### config.mk
export PLATFORM = sky130hd
export DESIGN_NAME = pds_switch
export DESIGN_NICKNAME = d
export VERILOG_FILES = /design/src/rtl/pds_switch.sv
export SDC_FILE = /design/constraint.sdc
export NUM_CORES = 1
export LEC_CHECK = 0
export ABC_AREA = 0
export CAP_MARGIN = 20
export CORE_ASPECT_RATIO = 0.5
export CORE_MARGIN = 8
export CORE_UTILIZATION = 54
export CTS_CLUSTER_DIAMETER = 120
export CTS_CLUSTER_SIZE = 20
export DETAILED_ROUTE_END_ITERATION = 8
export GPL_TIMING_DRIVEN = 0
export HOLD_SLACK_MARGIN = 0.03
export PLACE_DENSITY = 0.77
export SETUP_SLACK_MARGIN = 0.3
export SLEW_MARGIN = 20
export SYNTH_ARGS = -nofsm -noshare
export SYNTH_HDL_FRONTEND = slang
export SYNTH_HIERARCHICAL = 1
export SYNTH_SLANG_ARGS = --single-unit
### constraint.sdc
create_clock -name clk -period 3.5 [get_ports clk]
set_clock_uncertainty 0.05 [all_clocks]
set_input_delay 0.35 -clock clk [delete_from_list [all_inputs] [get_ports clk]]
set_output_delay 0.35 -clock clk [all_outputs]
set_load 0.03 [all_outputs]
### src/rtl/pds_switch.sv
// N-port packet switch: per-input FIFO plus header-steered head FSM, per-output
// packet-locked round-robin arbiter. Illegal-destination packets are dropped and counted.

module pds_in_port #(
  parameter int NPORTS = 4,
  parameter int DW     = 8,
  parameter int DEPTH  = 8,
  parameter int PW     = 2
) (
  input  logic              clk,
  input  logic              rst_n,
  input  logic              ready_en,
  input  logic              in_valid,
  input  logic [DW-1:0]     in_data,
  input  logic              in_last,
  output logic              in_ready,
  input  logic              gnt,
  input  logic              fwd_pop,
  output logic [NPORTS-1:0] req,
  output logic [DW-1:0]     head_data,
  output logic              head_last,
  output logic              head_vld,
  output logic [7:0]        drop_count
);
  localparam int AW = $clog2(DEPTH);

  typedef enum logic [2:0] {IDLE, HDR, REQ, FWD, DROP} state_e;

  logic [DW:0]    mem_q [DEPTH];
  logic [AW-1:0]  wr_ptr_q, wr_ptr_d, rd_ptr_q, rd_ptr_d;
  logic [AW:0]    cnt_q, cnt_d;
  state_e         state_q, state_d;
  logic [PW-1:0]  dest_q, dest_d, head_dest;
  logic [7:0]     drop_q, drop_d;
  logic           push, pop, full, empty, legal;

  assign full       = cnt_q == (AW+1)'(DEPTH);
  assign empty      = cnt_q == '0;
  assign in_ready   = ready_en && !full;
  assign push       = in_valid && in_ready;
  assign head_data  = mem_q[rd_ptr_q][DW-1:0];
  assign head_last  = mem_q[rd_ptr_q][DW];
  assign head_vld   = !empty;
  assign head_dest  = head_data[PW-1:0];
  assign legal      = (PW+1)'(head_dest) < (PW+1)'(NPORTS);
  assign drop_count = drop_q;

  always_comb begin
    state_d = state_q;
    dest_d  = dest_q;
    drop_d  = drop_q;
    req     = '0;
    pop     = 1'b0;
    case (state_q)
      IDLE: if (!empty) state_d = HDR;
      HDR: begin
        if (legal) begin
          req[head_dest] = 1'b1;
          dest_d         = head_dest;
          state_d        = REQ;
        end else begin
          if (drop_q != 8'hFF) drop_d = drop_q + 8'd1;
          state_d = DROP;
        end
      end
      REQ: begin
        // Request held while the grant is pending; the granted cycle may already pop.
        req[dest_q] = 1'b1;
        pop         = fwd_pop;
        if (gnt) state_d = FWD;
      end
      FWD:     pop = fwd_pop;
      DROP:    pop = !empty;
      default: state_d = IDLE;
    endcase
    wr_ptr_d = wr_ptr_q + AW'(push);
    rd_ptr_d = rd_ptr_q + AW'(pop);
    cnt_d    = cnt_q + (AW+1)'(push) - (AW+1)'(pop);
    // Next head after a last word is a fresh header; skip IDLE when one is already queued.
    if (pop && head_last) state_d = (cnt_d != '0) ? HDR : IDLE;
  end

  always_ff @(posedge clk or negedge rst_n) begin
    if (!rst_n) begin
      state_q  <= IDLE;
      dest_q   <= '0;
      drop_q   <= '0;
      wr_ptr_q <= '0;
      rd_ptr_q <= '0;
      cnt_q    <= '0;
    end else begin
      state_q  <= state_d;
      dest_q   <= dest_d;
      drop_q   <= drop_d;
      wr_ptr_q <= wr_ptr_d;
      rd_ptr_q <= rd_ptr_d;
      cnt_q    <= cnt_d;
    end
  end

  always_ff @(posedge clk) begin
    if (push) mem_q[wr_ptr_q] <= {in_last, in_data};
  end
endmodule

module pds_switch #(
  parameter int NPORTS = 4,
  parameter int DW     = 8,
  parameter int DEPTH  = 8
) (
  input  logic                 clk,
  input  logic                 rst_n,
  input  logic [NPORTS-1:0]    in_valid,
  output logic [NPORTS-1:0]    in_ready,
  input  logic [NPORTS*DW-1:0] in_data,
  input  logic [NPORTS-1:0]    in_last,
  output logic [NPORTS-1:0]    out_valid,
  input  logic [NPORTS-1:0]    out_ready,
  output logic [NPORTS*DW-1:0] out_data,
  output logic [NPORTS-1:0]    out_last,
  output logic [NPORTS*8-1:0]  drop_count
);
  localparam int PW = $clog2(NPORTS);

  logic                           ready_en_q, ready_en_d;
  logic [NPORTS-1:0][NPORTS-1:0]  req;     // [input][output]
  logic [NPORTS-1:0][NPORTS-1:0]  own_t;   // [input][output]: output locked to input
  logic [NPORTS-1:0][NPORTS-1:0]  pop_t;   // [input][output]: output transfers from input
  logic [NPORTS-1:0][DW-1:0]      head_data;
  logic [NPORTS-1:0]              head_last, head_vld, gnt, fwd_pop;

  assign ready_en_d = 1'b1;

  always_ff @(posedge clk or negedge rst_n) begin
    if (!rst_n) ready_en_q <= 1'b0;
    else        ready_en_q <= ready_en_d;
  end

  for (genvar i = 0; i < NPORTS; i++) begin : g_port
    assign gnt[i]     = |own_t[i];
    assign fwd_pop[i] = |pop_t[i];

    pds_in_port #(.NPORTS(NPORTS), .DW(DW), .DEPTH(DEPTH), .PW(PW)) u_port (
      .clk        (clk),
      .rst_n      (rst_n),
      .ready_en   (ready_en_q),
      .in_valid   (in_valid[i]),
      .in_data    (in_data[i*DW +: DW]),
      .in_last    (in_last[i]),
      .in_ready   (in_ready[i]),
      .gnt        (gnt[i]),
      .fwd_pop    (fwd_pop[i]),
      .req        (req[i]),
      .head_data  (head_data[i]),
      .head_last  (head_last[i]),
      .head_vld   (head_vld[i]),
      .drop_count (drop_count[i*8 +: 8])
    );
  end

  for (genvar j = 0; j < NPORTS; j++) begin : g_out
    logic              lock_q, lock_d, xfer;
    logic [PW-1:0]     gsel_q, gsel_d, rr_q, rr_d;
    logic [PW:0]       idx;
    logic [NPORTS-1:0] col;

    assign out_valid[j]            = lock_q && head_vld[gsel_q];
    assign out_data[j*DW +: DW]    = out_valid[j] ? head_data[gsel_q] : '0;
    assign out_last[j]             = out_valid[j] && head_last[gsel_q];
    assign xfer                    = out_valid[j] && out_ready[j];

    for (genvar i = 0; i < NPORTS; i++) begin : g_col
      assign col[i]      = req[i][j];
      assign own_t[i][j] = lock_q && (gsel_q == PW'(i));
      assign pop_t[i][j] = own_t[i][j] && xfer;
    end

    always_comb begin
      lock_d = lock_q;
      gsel_d = gsel_q;
      rr_d   = rr_q;
      idx    = '0;
      if (lock_q) begin
        if (xfer && out_last[j]) begin
          lock_d = 1'b0;
          rr_d   = (gsel_q == PW'(NPORTS-1)) ? '0 : gsel_q + PW'(1);
        end
      end else begin
        // Scan farthest-first so the requester nearest the pointer wins.
        for (int k = NPORTS-1; k >= 0; k--) begin
          idx = {1'b0, rr_q} + (PW+1)'(k);
          if (idx >= (PW+1)'(NPORTS)) idx = idx - (PW+1)'(NPORTS);
          if (col[idx[PW-1:0]]) begin
            lock_d = 1'b1;
            gsel_d = idx[PW-1:0];
          end
        end
      end
    end

    always_ff @(posedge clk or negedge rst_n) begin
      if (!rst_n) begin
        lock_q <= 1'b0;
        gsel_q <= '0;
        rr_q   <= '0;
      end else begin
        lock_q <= lock_d;
        gsel_q <= gsel_d;
        rr_q   <= rr_d;
      end
    end
  end
endmodule

### Yosys cells after proc, flatten, opt, wreduce, memory -nomap -nowiden

Memory sizes are Yosys's and may differ from the RTL's.
Cells that the tools add are included.

| word-level totals | value |
|---|---|
| memories kept | 4 |
| memory bits (writable) | 288 |
| output and inout bits | 76 |
| flip-flop bits (word level) | 81 |
| word-level logic and storage cells | 497 |
| bits of input ports | 46 |

| cells by class | value |
|---|---|
| bitwise logic cells | 4 |
| $lt $le $gt $ge | 52 |
| eq/ne operators | 44 |
| reductions and logical operators | 124 |
| multiplexer cells | 188 |
| add/sub/neg operators | 48 |

Memories:

| name | depth | bits a word | read ports | clocked after memory_dff | wr ports | line | RTL |
|---|---|---|---|---|---|---|---|
| g_port[0].u_port.mem_q | 8 | 9 | 1 | 0 | 1 | 29 | `logic [DW:0] mem_q [DEPTH];` |
| g_port[1].u_port.mem_q | 8 | 9 | 1 | 0 | 1 | 29 |  |
| g_port[2].u_port.mem_q | 8 | 9 | 1 | 0 | 1 | 29 |  |
| g_port[3].u_port.mem_q | 8 | 9 | 1 | 0 | 1 | 29 |  |

Operators by type and width:

| kind | count |
|---|---|
| 2-to-1 mux 2 bit | 52 |
| < comparator 2 x 3 -> 1 bit, second input constant | 28 |
| logical AND 1 bit | 68 |
| 2-to-1 mux 1 bit | 68 |
| binary-select mux 8 bit (select 2 bit) | 4 |
| 2-to-1 mux 8 bit | 8 |
| binary-select mux 1 bit (select 2 bit) | 24 |
| case mux 3 bit (4 select lines) | 4 |
| >= comparator 3 bit, second input constant | 12 |
| 2-to-1 mux 3 bit | 12 |
| case mux 4 bit (2 select lines) | 4 |
| nonzero test 4 bit | 8 |
| OR reduction 4 bit | 8 |
| subtractor 2 x 1 -> 2 bit, second input constant | 16 |
| adder 2 x 2 -> 3 bit, second input constant | 8 |
| adder 3 x 1 -> 3 bit | 8 |
| == test 3 x 2 -> 1 bit, second input constant | 8 |
| adder 4 x 1 -> 4 bit | 4 |
| demux 1 bit (select 2 bit) | 8 |
| == test 2 bit, second input constant | 8 |
| == test 4 bit, second input constant | 4 |
| >= comparator 2 x 1 -> 1 bit, second input constant | 8 |
| zero test 4 bit | 4 |
| AND reduction 2 bit | 8 |
| 17 further kinds | 76 |

### Depth between registers and ports, before layout

Gate-level depths: netlist of run 1.

| logic depth | value |
|---|---|
| depth in word-level cells | 13 |
| gate-level depth with buffers | 18 |
| gate-level depth less buffers | 17 |

### Hierarchy

The synthesis of run 1 kept the hierarchy.

Modules (own cells, without submodules):

| module | instances | cells each | sequential area each (µm²) | area an instance (µm²) |
|---|---|---|---|---|
| pds_in_port (g_port[2].u_port) | 1 | 213 | 2512.4 | 3752.3 |
| pds_in_port (g_port[0].u_port) | 1 | 215 | 2512.4 | 3733.6 |
| pds_in_port (g_port[3].u_port) | 1 | 212 | 2512.4 | 3717.3 |
| pds_in_port (g_port[1].u_port) | 1 | 212 | 2512.4 | 3713.6 |
| pds_switch | 1 | 288 | 525.5 | 2862.7 |

### Least setup slack after synthesis of run 1

No wires, ideal clock.

| timing path | value |
|---|---|
| path type | register to register |
| start | reg g_port[3].u_port.cnt_q[1] |
| end | reg g_port[1].u_port.state_q[0] |
| path buffers | 1 |
| data required time | 3317 ps |
| data arrival time | 3266 ps |
| setup time | 133 ps |
| slack | 51 ps |
| stages on the path, launching flop included | 18 |
| period minus slack after synthesis | 3449 ps |
| path through | dfrtp_1 -> nor2_1 -> nand2_1 -> mux4_2 -> and2_4 -> buf_6 -> nand3_1 -> nand4_1 -> o21ai_0 -> inv_1 -> ha_1 -> inv_1 -> ha_1 -> inv_1 -> fa_1 -> xnor2_1 -> nor4_1 -> mux2i_1 |

| on the way | value |
|---|---|
| longest elaborated chain between the ends | 13 |
| elaborated cells on any way between the ends | 33 |
| classes of those cells | add/sub (1); eq/ne (3); mux (11); reduce/logical (18) |

RTL lines:

| what | line | RTL |
|---|---|---|
| from (decl) | 31 | `logic [AW:0] cnt_q, cnt_d;` |
| from (signal assigned) | 97 | `cnt_q <= cnt_d;` |
| zero test 4 bit | 38 | `assign empty = cnt_q == '0;` |
| zero test 1 bit | 43 | `assign head_vld = !empty;` |
| net head_vld[3] | 130 | `logic [NPORTS-1:0] head_last, head_vld, gnt, fwd_pop;` |
| binary-select mux 1 bit (select 2 bit) | 167 | `assign out_valid[j] = lock_q && head_vld[gsel_q];` |
| 2-to-1 mux 1 bit (implied by the code) | 167 |  |
| logical AND 1 bit | 167 |  |
| net out_valid[1] | 117 | `output logic [NPORTS-1:0] out_valid,` |
| logical AND 1 bit | 170 | `assign xfer = out_valid[j] && out_ready[j];` |
| logical AND 1 bit | 175 | `assign pop_t[i][j] = own_t[i][j] && xfer;` |
| OR reduction 4 bit | 141 | `assign fwd_pop[i] = \|pop_t[i];` |
| net fwd_pop[1] | 130 |  |
| case mux 1 bit (2 select lines) | 54 | `case (state_q)` |
| subtractor 4 x 1 -> 4 bit | 78 | `cnt_d = cnt_q + (AW+1)'(push) - (AW+1)'(pop);` |
| net g_port[1].u_port.cnt_d[2] | 31 |  |
| nonzero test 4 bit | 80 | `if (pop && head_last) state_d = (cnt_d != '0) ? HDR : IDLE;` |
| 2-to-1 mux 1 bit | 80 |  |
| 2-to-1 mux 3 bit | 80 |  |
| to (signal assigned) | 92 | `state_q <= state_d;` |
| to (decl) | 32 | `state_e state_q, state_d;` |

The timed path passes the listed nets, and every way through them passes these cells. The select of a mux whose other input is x is not followed.
A chain may end at the register's enable or synchronous reset.

### Worst setup path after layout of run 1

| timing path | value |
|---|---|
| start | reg g_port[3].u_port.cnt_q[0] |
| end | reg g_port[1].u_port.rd_ptr_q[2] |

| on the way | value |
|---|---|
| longest elaborated chain between the ends | 10 |
| elaborated cells on any way between the ends | 25 |
| classes of those cells | add/sub (1); mux (9); reduce/logical (15) |

RTL lines:

| what | line | RTL |
|---|---|---|
| zero test 4 bit (*) | 38 |  |
| zero test 1 bit (*) | 43 |  |
| net head_vld[3] | 130 |  |
| binary-select mux 1 bit (select 2 bit) | 167 |  |
| 2-to-1 mux 1 bit (implied by the code) | 167 |  |
| logical AND 1 bit | 167 |  |
| logical AND 1 bit | 170 |  |
| logical AND 1 bit | 175 |  |
| OR reduction 4 bit (*) | 141 |  |
| net fwd_pop[1] | 130 |  |
| case mux 1 bit (2 select lines) (*) | 54 |  |
| adder 3 x 1 -> 3 bit (*) | 77 | `rd_ptr_d = rd_ptr_q + AW'(pop);` |
| net g_port[1].u_port.rd_ptr_d[2] | 30 | `logic [AW-1:0] wr_ptr_q, wr_ptr_d, rd_ptr_q, rd_ptr_d;` |
| to (signal assigned) | 96 | `rd_ptr_q <= rd_ptr_d;` |
| to (decl) | 30 |  |

Mark *: on every way through the listed nets, which the timed path passes. The rest lies on a longest branch. The select of a mux whose other input is x is not followed.

==> flow_summary.yaml, run 1 <==
synthesis:
  yosysMostFrequentCell: "edfxtp_1"
  synth_area_leader_cell: "edfxtp_1"
  synth_edf_count: 288
  synthFlopType: "edfxtp_1"
  synth_seq_cells: 365
  syn_inst: 1140
  yosys-top-cells-count: "edfxtp_1 (288), mux4_2 (83), dfrtp_1 (77)"
  ys_warn_count: 6
  ys_async_sr_fraction_pct: 21.1
  synth_area_um2: 17800
  netlist_top_cells_area: "edfxtp_1 (49%), dfrtp_1 (11%), mux4_2 (11%)"
  synth.avg_cell_area_um2: 15.6
  synth.distinct_cells: 59
  ys_seq_area_share_pct: 59.5
  yosys.area.top_type_share_pct: 48.6
die:
  rows: 47
  num_io_pins: 122
  dieArea_um2: 39300
  initial_utilization_pct: 54.3
  die_h_um: 144
  die_x_um: 273
  design.core.area_um2: 32800
worst_setup_path:
  cpPeakStageDelay_ns: 0.50
  cp_slowest_cell: "mux4_2"
  worstPathRequired_ns: 3.88
  crit_arrival_ns: 4.06
  critPathMaxFanout: 5
  r2r_cells: 22
  endpoint_kind: "flip-flop"
  crit_path_frequent_cell: "buf_6"
  crit_start: "g_port[3].u_port/cnt_q[0]"
  worstSetupPathType: "flip-flop to flip-flop"
  critPathBufInv: 12
  path_depth: 22
  crit_family: "buffers and inverters"
  path_cells: "nor2_4 -> nand2_4 -> mux4_2 -> and2_4 -> buf_8 -> nand3_2 -> nand4_1 -> o21ai_2 -> inv_2 -> buf_4 -> buf_6 -> buf_4 -> buf_6 -> buf_6 -> buf_6 -> buf_6 -> buf_6 -> buf_6 -> buf_6 -> ha_4 -> ha_4 -> xor2_1"
  r2r_start: "g_port[3].u_port/cnt_q[0]"
  cp-start-kind: "flip-flop"
global_routing:
  grt_first_pass_wirelength_mm: 65.0
  groute.usage.overall_pct: 21.5
  met1_usage_pct: 27.0
  grt_overflow: 0
  met2_usage_pct: 38.5
  grt_most_used_layer: "met2"
  antenna_found_initial: 0
  first_global_vias: 11200
  grt_max_degree: 53
  use_met3_pct: 4.34
finish:
  nets: 1516
  num_antenna_cells: 0
  fillers: 2102
  drive_gt1_share_pct: 37.3
  final_cell_area_um2: 22000
  synthToLayoutAreaGrowth_pct: 24.0
sta:
  fmax_mhz: 272
  rsz0062_at_grt: "yes"
  worst_slack_ns: -0.181
  tightest_slew_ns: 1.12
  period_share_pct: 105
  drv_slew: 0
  holdWs_ns: 0.215
  setup_viol: 6
  hold_viol_final: 0
  tns_ns: -0.640
  slew_headroom_pct: 25.1
  finalCriticalPeriod_ns: 3.68
clocking:
  h-tree-depth: 1
  clockBufferDepth: 3
  clock_latency_ns: 0.56
  tritoncts: "built"
  numCtsBuffers: 22
  cts_root_buf: "clkbuf_16"
  clk_pin_slew_worst_paths_ns: 0.11
  cts_sinks: 365
hold_path:
  hold_path.class: "input pin to async pin"
detailed_routing:
  wl_per_cell_um: 24.0
  drt_iter0_markers: 1006
  final_antenna_net_count: 0
  drc: 0
  vias: 11000
  via_per_inst: 5.93
  drt-total-wl_mm: 44.4
  dr.pass1.iters: 5
power:
  p_per_area_nw_per_um2: 1020
  power.internal_uw: 13500
  swShare_pct: 40.0
  ir_drop_mv: 0.601
  p_leak_uw: 0.00842
  p_comb_share_pct: 61.1
  power.switching_uw: 8990
  seq_power_share_pct: 27.1
  power_frac_clock_pct: 11.8
placed_design:
  pre_cts_ws_ns: -0.537
  hpwl_mm: 29.6
  portBuffers: 89
  gp_congestion: 0.917
  placedInstanceArea_um2: 19500
outcome:
  status: "finished with violations"
  violations: "setup timing"
run:
  drv_cap: 0
[metal layers]
metal / share of wire, % / up-vias
met1: 40 / 5685
li1: - / 4800
met2: 51 / 408
met4: 2.1 / 0
met3: 6.8 / 67
met5: 0 / -
[worst paths after layout]
path	end	slack [ns]
max	g_port[1].u_port/rd_ptr_q[2]	-0.18
min reg2reg	g_port[0].u_port/rd_ptr_q[1]	0.48
max reg2reg	g_port[1].u_port/rd_ptr_q[2]	-0.18
min	g_port[0].u_port/rd_ptr_q[2]	0.22
min in group clk	g_port[0].u_port/rd_ptr_q[1]	0.48
max in group asynchronous	g_port[2].u_port/cnt_q[1]	2.54
[registers in the layout, summed over array words and instances (netlist names)]
register / count
g_out.gsel_q: 8
g_out.lock_q: 4
g_port.u_port/state_q: 8
g_port.u_port/wr_ptr_q: 12
g_port.u_port/mem_q: 288
g_port.u_port/cnt_q: 16
g_port.u_port/rd_ptr_q: 12
ready_en_q: 1
g_port.u_port/dest_q: 8
g_out.rr_q: 8
[stage by stage]
step                      util (%)  instances  total power [uW]
after floorplan                  -       1168             13200
after global placement        59.3       1698             16100
after detailed placement      59.6       1707             16500
after CTS                     65.6       1819             21300
after global routing          67.3       1849             23400
final                         67.3       1849             22500
[placed cells by master (no fill, tap or decap), types with 6 or more instances in the layout]
cell             netlist  final
edfxtp_1             288    288
buf_4                 34    125
mux4_2                83     89
dfrtp_1               77     71
nor2_1                68     64
ha_1                  74     61
buf_6                  7     55
clkdlybuf4s50_1        0     51
inv_1                 72     48
nand2_1               39     35
conb_1                 5     33
a21oi_1               34     31
mux2i_1               27     27
inv_2                  4     25
nor2b_4                0     24
nand2b_1              24     24
mux2_4                 3     24
clkbuf_16              0     24
clkbuf_1              11     23
nand3_1               29     22
mux2_2                37     18
and3_4                 0     13
nor2b_1               37     13
mux4_1                19     13
ha_4                   0     12
buf_12                 1     10
nor3_2                 0      9
a22oi_1                8      8
xor2_1                 8      8
nand3_2                3      7
mux2i_4                7      7
buf_2                 13      6
o2bb2ai_1              6      6
nor4_2                 2      6
dfrtp_2                0      6
o32ai_1                8      6
[power groups by stage]
stage	clock network, uW	logic, uW	registers (uW)
2_1_floorplan	0	7270	5950
3_3_place_gp	0	10000	6060
3_5_place_dp	0	10400	6140
4_1_cts	2680	12500	6040
5_1_grt	2850	14400	6160
6_report	2660	13700	6080
[area by class of cell]
class                   count  area (um^2)  share of cell area, %
plain buffers              69          564                   2.56
clock inverters             1         16.3                 0.0738
well taps                 441          552                   2.50
repair buffers            200         1980                   9.00
clock buffers              39          636                   2.88
inverters                  76          293                   1.33
flip-flops and latches    365        10600                   48.0
multi-input cells         658         7410                   33.6
[repair_timing]
item                                   in CTS  in global routing
setup endpoints to repair                  56                 61
endpoints found under the hold margin      44                  0
cloned                                      2                  1
pin swaps                                  24                 24
resized for setup                         417                 72
hold buffers                                1                  0
setup buffers                              69                 28
[cell families after synthesis]
group / synth area share, %
XOR/XNOR: 0.591
AND/OR/NAND/NOR: 7.29
other: 0.106
AO/OA/AOI/OAI: 4.04
buffers and inverters: 4.26
adder cells (fa/ha/maj): 5.66
multiplexers: 18.6
flip-flops: 59.5
[worst reg2reg max path: cells and delay by family (launching register included)]
kind / cells / cell delay, ns
flops: 1 / 0.46
mux: 1 / 0.50
simple gates: 5 / 0.61
buf+inv: 12 / 1.33
xor+xnor: 1 / 0.14
compound gates: 1 / 0.14
fa+ha+maj: 2 / 0.31
(Power assumes the default switching activity.)
==> run 2: changes to the inputs <==
--- a/config.mk
+++ b/config.mk
@@ -6,7 +6,7 @@
 export NUM_CORES = 1
 export LEC_CHECK = 0
 export ABC_AREA = 0
-export CAP_MARGIN = 20
+export CAP_MARGIN = 10
 export CORE_ASPECT_RATIO = 0.5
 export CORE_MARGIN = 8
 export CORE_UTILIZATION = 54
==> flow_summary.yaml, run 2 (synthesis gave the netlist of run 1 again) <==
finish:
  nets: 1515
  reg.largest.list: "g_port.u_port/mem_q: 288 flops, g_port.u_port/cnt_q: 16 flops"
  synthToLayoutAreaGrowth_pct: 23.9
  final_common_cell: "edfxtp_1"
  mostFrequentLayoutCells: "edfxtp_1 (288), buf_4 (124), mux4_2 (89)"
  drive_gt1_share_pct: 37.2
  num_antenna_cells: 0
  largest_reg_flops: 288
  final_core_util_pct: 67.3
  fillers: 2100
  largest_register: "g_port.u_port/mem_q"
clocking:
  h-tree-depth: 1
  tritoncts: "built"
  clk_pin_slew_worst_paths_ns: 0.11
  numCtsBuffers: 22
  cts_root_buf: "clkbuf_16"
  clockBufferDepth: 3
  cts_sinks: 365
  clock_latency_ns: 0.56
placed_design:
  gp_congestion: 0.917
  hpwl_mm: 29.6
  portBuffers: 89
die:
  num_io_pins: 122
  initial_utilization_pct: 54.3
  rows: 47
  dieArea_um2: 39300
  die_h_um: 144
  design.core.area_um2: 32800
  die_x_um: 273
power:
  p_leak_uw: 0.00842
  ir_drop_mv: 0.601
  p_per_area_nw_per_um2: 1020
  total_power_uw: 22500
detailed_routing:
  drc: 0
  drt_iter0_markers: 973
  wl_per_cell_um: 24.0
  via_per_inst: 5.92
  final_antenna_net_count: 0
  vias: 10900
  drt-total-wl_mm: 44.4
  dr.pass1.iters: 8
global_routing:
  grt_most_used_layer: "met2"
  groute.usage.overall_pct: 21.5
  antenna_found_initial: 0
  first_global_vias: 11200
  met2_usage_pct: 38.5
  grt_first_pass_wirelength_mm: 65.0
  grt_overflow: 0
  grt_max_degree: 53
  use_met3_pct: 4.34
  met1_usage_pct: 27.0
worst_setup_path:
  worstSetupPathType: "flip-flop to flip-flop"
  path_cells: "nor2_4 -> nand2_4 -> mux4_2 -> and2_4 -> buf_8 -> nand3_2 -> nand4_1 -> o21ai_2 -> inv_2 -> buf_4 -> buf_6 -> buf_4 -> buf_6 -> buf_6 -> buf_6 -> buf_6 -> buf_6 -> buf_6 -> buf_6 -> ha_4 -> ha_4 -> xor2_1"
  critPathBufInv: 12
  rrSetupSlack_ns: -0.19
  worstPathRequired_ns: 3.88
  crit_arrival_ns: 4.07
  critPathMaxFanout: 5
  crit_path_frequent_cell: "buf_6"
  r2r_end: "g_port[1].u_port/rd_ptr_q[2]"
  r2r_start: "g_port[3].u_port/cnt_q[0]"
  cpPeakStageDelay_ns: 0.50
  crit_family: "buffers and inverters"
  endpoint_kind: "flip-flop"
  cp-start-kind: "flip-flop"
  crit_start: "g_port[3].u_port/cnt_q[0]"
  r2r_cells: 22
  cp_slowest_cell: "mux4_2"
sta:
  rsz0062_at_grt: "yes"
  hold_viol_final: 0
  setup_viol: 6
  period_share_pct: 105
  holdWs_ns: 0.217
  slew_headroom_pct: 23.8
  fmax_mhz: 271
  drv_slew: 0
  finalCriticalPeriod_ns: 3.69
  worst_slack_ns: -0.189
  tightest_slew_ns: 1.14
outcome:
  status: "finished with violations"
  violations: "setup timing"
run:
  drv_cap: 0
hold_path:
  hold_path.class: "input pin to async pin"
## run 2: final cells by class
type / count / area [um^2] / area share (%)
clock inverters: 1 / 16.3 / 0.0738
flip-flops and latches: 365 / 10600 / 48.0
repair buffers: 199 / 1980 / 8.97
inverters: 76 / 293 / 1.33
multi-input cells: 658 / 7410 / 33.7
well taps: 441 / 552 / 2.50
clock buffers: 39 / 636 / 2.88
plain buffers: 69 / 564 / 2.56
## run 2: per-stage QoR
stage,cells,setup TNS [ns],cell area (um^2),setup slack (ns)
final,1848,-0.609,22000,-0.189
after global placement,1698,-72.07,19400,-0.907
after detailed placement,1707,-5.61,19500,-0.537
after floorplan,1168,0,18000,0.125
after CTS,1819,-0.565,21500,-0.171
after global routing,1848,-1.28,22000,-0.246
## run 2: power by group
group / internal [uW] / switching (uW)
Clock: 1250 / 1410
Combinational: 6780 / 6950
Sequential: 5450 / 637
Total: 13500 / 9000
## run 2: layer usage
metal  wire length (um)  vias up
met3               3040       71
met4                965        0
met5                  0        -
met1              17600     5665
met2              22800      404
li1                   -     4792
## run 2: worst max-delay path by stage
stage                     cells past startpoint                            to
after floorplan                              18   g_port[2].u_port/state_q[0]
after global placement                        1  g_port[3].u_port/wr_ptr_q[0]
after detailed placement                     17   g_port[3].u_port/state_q[0]
after CTS                                    18   g_port[3].u_port/state_q[0]
after global routing                         23  g_port[1].u_port/rd_ptr_q[2]
final                                        22  g_port[1].u_port/rd_ptr_q[2]
## run 2: repair_timing
item	4_1_cts	5_1_grt
pin swaps	24	24
gates resized for setup	417	72
buffers inserted	69	28
hold buffers	1	0
endpoints found under the setup margin	56	61
gates cloned	2	1
hold endpoints to repair	44	0
==> run 3: changes to the inputs <==
--- a/config.mk
+++ b/config.mk
@@ -16,7 +16,7 @@
 export GPL_TIMING_DRIVEN = 0
 export HOLD_SLACK_MARGIN = 0.03
 export PLACE_DENSITY = 0.77
-export SETUP_SLACK_MARGIN = 0.3
+export SETUP_SLACK_MARGIN = 0.5
 export SLEW_MARGIN = 20
 export SYNTH_ARGS = -nofsm -noshare
 export SYNTH_HDL_FRONTEND = slang
==> flow_summary.yaml, run 3 (synthesis gave the netlist of run 1 again) <==
clocking:
  tritoncts: "built"
  clockBufferDepth: 3
  numCtsBuffers: 22
  cts_sinks: 365
  clock_latency_ns: 0.55
  cts_root_buf: "clkbuf_16"
  h-tree-depth: 1
  clk_pin_slew_worst_paths_ns: 0.10
sta:
  drv_slew: 0
  finalCriticalPeriod_ns: 3.65
  setup_viol: 4
  worst_slack_ns: -0.147
  period_share_pct: 104
  slew_headroom_pct: 24.2
  fmax_mhz: 274
  rsz0062_at_grt: "yes"
  hold_viol_final: 0
  tightest_slew_ns: 1.13
placed_design:
  placedInstanceArea_um2: 19500
  hpwl_mm: 29.0
  portBuffers: 89
  gp_congestion: 0.919
worst_setup_path:
  endpoint_kind: "flip-flop"
  cpPeakStageDelay_ns: 0.54
  critPathMaxFanout: 5
  cp_slowest_cell: "fa_2"
  worstPathRequired_ns: 3.87
  r2r_cells: 17
  r2r_start: "g_port[1].u_port/cnt_q[0]"
  worstSetupPathType: "flip-flop to flip-flop"
  crit_arrival_ns: 4.01
  rrSetupSlack_ns: -0.15
  cp-start-kind: "flip-flop"
  r2r_end: "g_port[3].u_port/state_q[0]"
  path_cells: "nor2_4 -> nand2_4 -> mux4_2 -> and2_4 -> buf_8 -> nand3_2 -> nand4_1 -> o21ai_2 -> inv_2 -> ha_4 -> inv_4 -> ha_4 -> inv_2 -> fa_2 -> nand2b_1 -> nor4_2 -> mux2i_1"
die:
  initial_utilization_pct: 54.3
  rows: 47
  die_h_um: 144
  num_io_pins: 122
  die_x_um: 273
  design.core.area_um2: 32800
  dieArea_um2: 39300
power:
  total_power_uw: 22500
  ir_drop_mv: 0.636
  p_per_area_nw_per_um2: 1020
  p_leak_uw: 0.00842
global_routing:
  grt_most_used_layer: "met2"
  grt_max_degree: 41
  met1_usage_pct: 27.5
  antenna_found_initial: 0
  grt_first_pass_wirelength_mm: 64.8
  grt_overflow: 0
  use_met3_pct: 3.53
  groute.usage.overall_pct: 21.4
  first_global_vias: 11200
  met2_usage_pct: 38.0
finish:
  final_cell_area_um2: 22100
  drive_gt1_share_pct: 38.4
  largest_reg_flops: 288
  nets: 1516
  reg.largest.list: "g_port.u_port/mem_q: 288 flops, g_port.u_port/cnt_q: 16 flops"
  num_antenna_cells: 0
  synthToLayoutAreaGrowth_pct: 24.5
  largest_register: "g_port.u_port/mem_q"
  final_common_cell: "edfxtp_1"
  mostFrequentLayoutCells: "edfxtp_1 (288), buf_4 (124), mux4_2 (92)"
run:
  drv_cap: 0
detailed_routing:
  drc: 0
  drt-total-wl_mm: 43.6
  dr.pass1.iters: 5
  via_per_inst: 5.96
  final_antenna_net_count: 0
  wl_per_cell_um: 23.6
  drt_iter0_markers: 875
  vias: 11000
outcome:
  status: "finished with violations"
  violations: "setup timing"
hold_path:
  hold_path.class: "input pin to async pin"
run 3: worst max-delay path by stage:
stage	from	end	slack, ns	cells after the start
final	g_port[1].u_port/cnt_q[0]	g_port[3].u_port/state_q[0]	-0.15	17
after global routing	g_port[1].u_port/cnt_q[0]	g_port[1].u_port/state_q[0]	-0.22	18
after CTS	g_port[3].u_port/cnt_q[3]	g_port[2].u_port/state_q[0]	-0.12	18
after detailed placement	g_port[3].u_port/cnt_q[1]	g_port[3].u_port/state_q[0]	-0.52	17
after global placement	rst_n	g_port[2].u_port/wr_ptr_q[0]	-0.89	1
after floorplan	g_port[3].u_port/cnt_q[3]	g_port[2].u_port/state_q[0]	0.13	18
run 3: power breakdown:
| part | leakage, uW | switching, uW | internal (uW) |
|---|---|---|---|
| logic | 0.00462 | 6950 | 6870 |
| clock network | 0.000304 | 1400 | 1210 |
| registers | 0.00350 | 641 | 5450 |
| total | 0.00842 | 8990 | 13500 |
run 3: per-stage QoR:
stage / instances / utilization, % / worst slack [ns] / setup TNS (ns) / hold WS (ns)
floorplan: 1168 / - / 0.125 / 0 / 0.00441
global placement: 1698 / 59.3 / -0.894 / -71.76 / 0.432
detailed placement: 1707 / 59.6 / -0.524 / -3.78 / 0.335
CTS: 1826 / 65.8 / -0.119 / -0.439 / 0.291
global route: 1849 / 67.6 / -0.221 / -0.790 / 0.330
finish: 1849 / 67.6 / -0.147 / -0.384 / 0.284
run 3: layout make-up:
cell class / instances / area [um^2]
buffer: 69 / 569
clock buffer: 38 / 611
clock inverter: 2 / 32.5
fill: 2093 / 10600
inverter: 76 / 293
multi-input combinational: 658 / 7480
sequential: 365 / 10600
tap: 441 / 552
timing repair buffer: 200 / 2020
run 3: what timing repair did:
action	4_1_cts	5_1_grt
setup buffers	72	23
hold buffers	1	0
gates resized for setup	416	95
cloned	6	0
hold endpoints to repair	39	0
setup endpoints to repair	63	62
pin swaps	25	15
run 3: critical path: cells and delay by family, from the launching register on:
kind,cells,cell delay [ns]
mux,2,0.59
flops,1,0.46
fa+ha+maj,3,0.89
simple gates,7,1.07
buf+inv,4,0.28
compound gates,1,0.17
run 3: routing by layer:
| metal | vias up | routed length (um) |
|---|---|---|
| met1 | 5716 | 17500 |
| met2 | 418 | 22300 |
| met4 | 0 | 1030 |
| li1 | 4809 | - |
| met5 | - | 0 |
| met3 | 71 | 2810 |
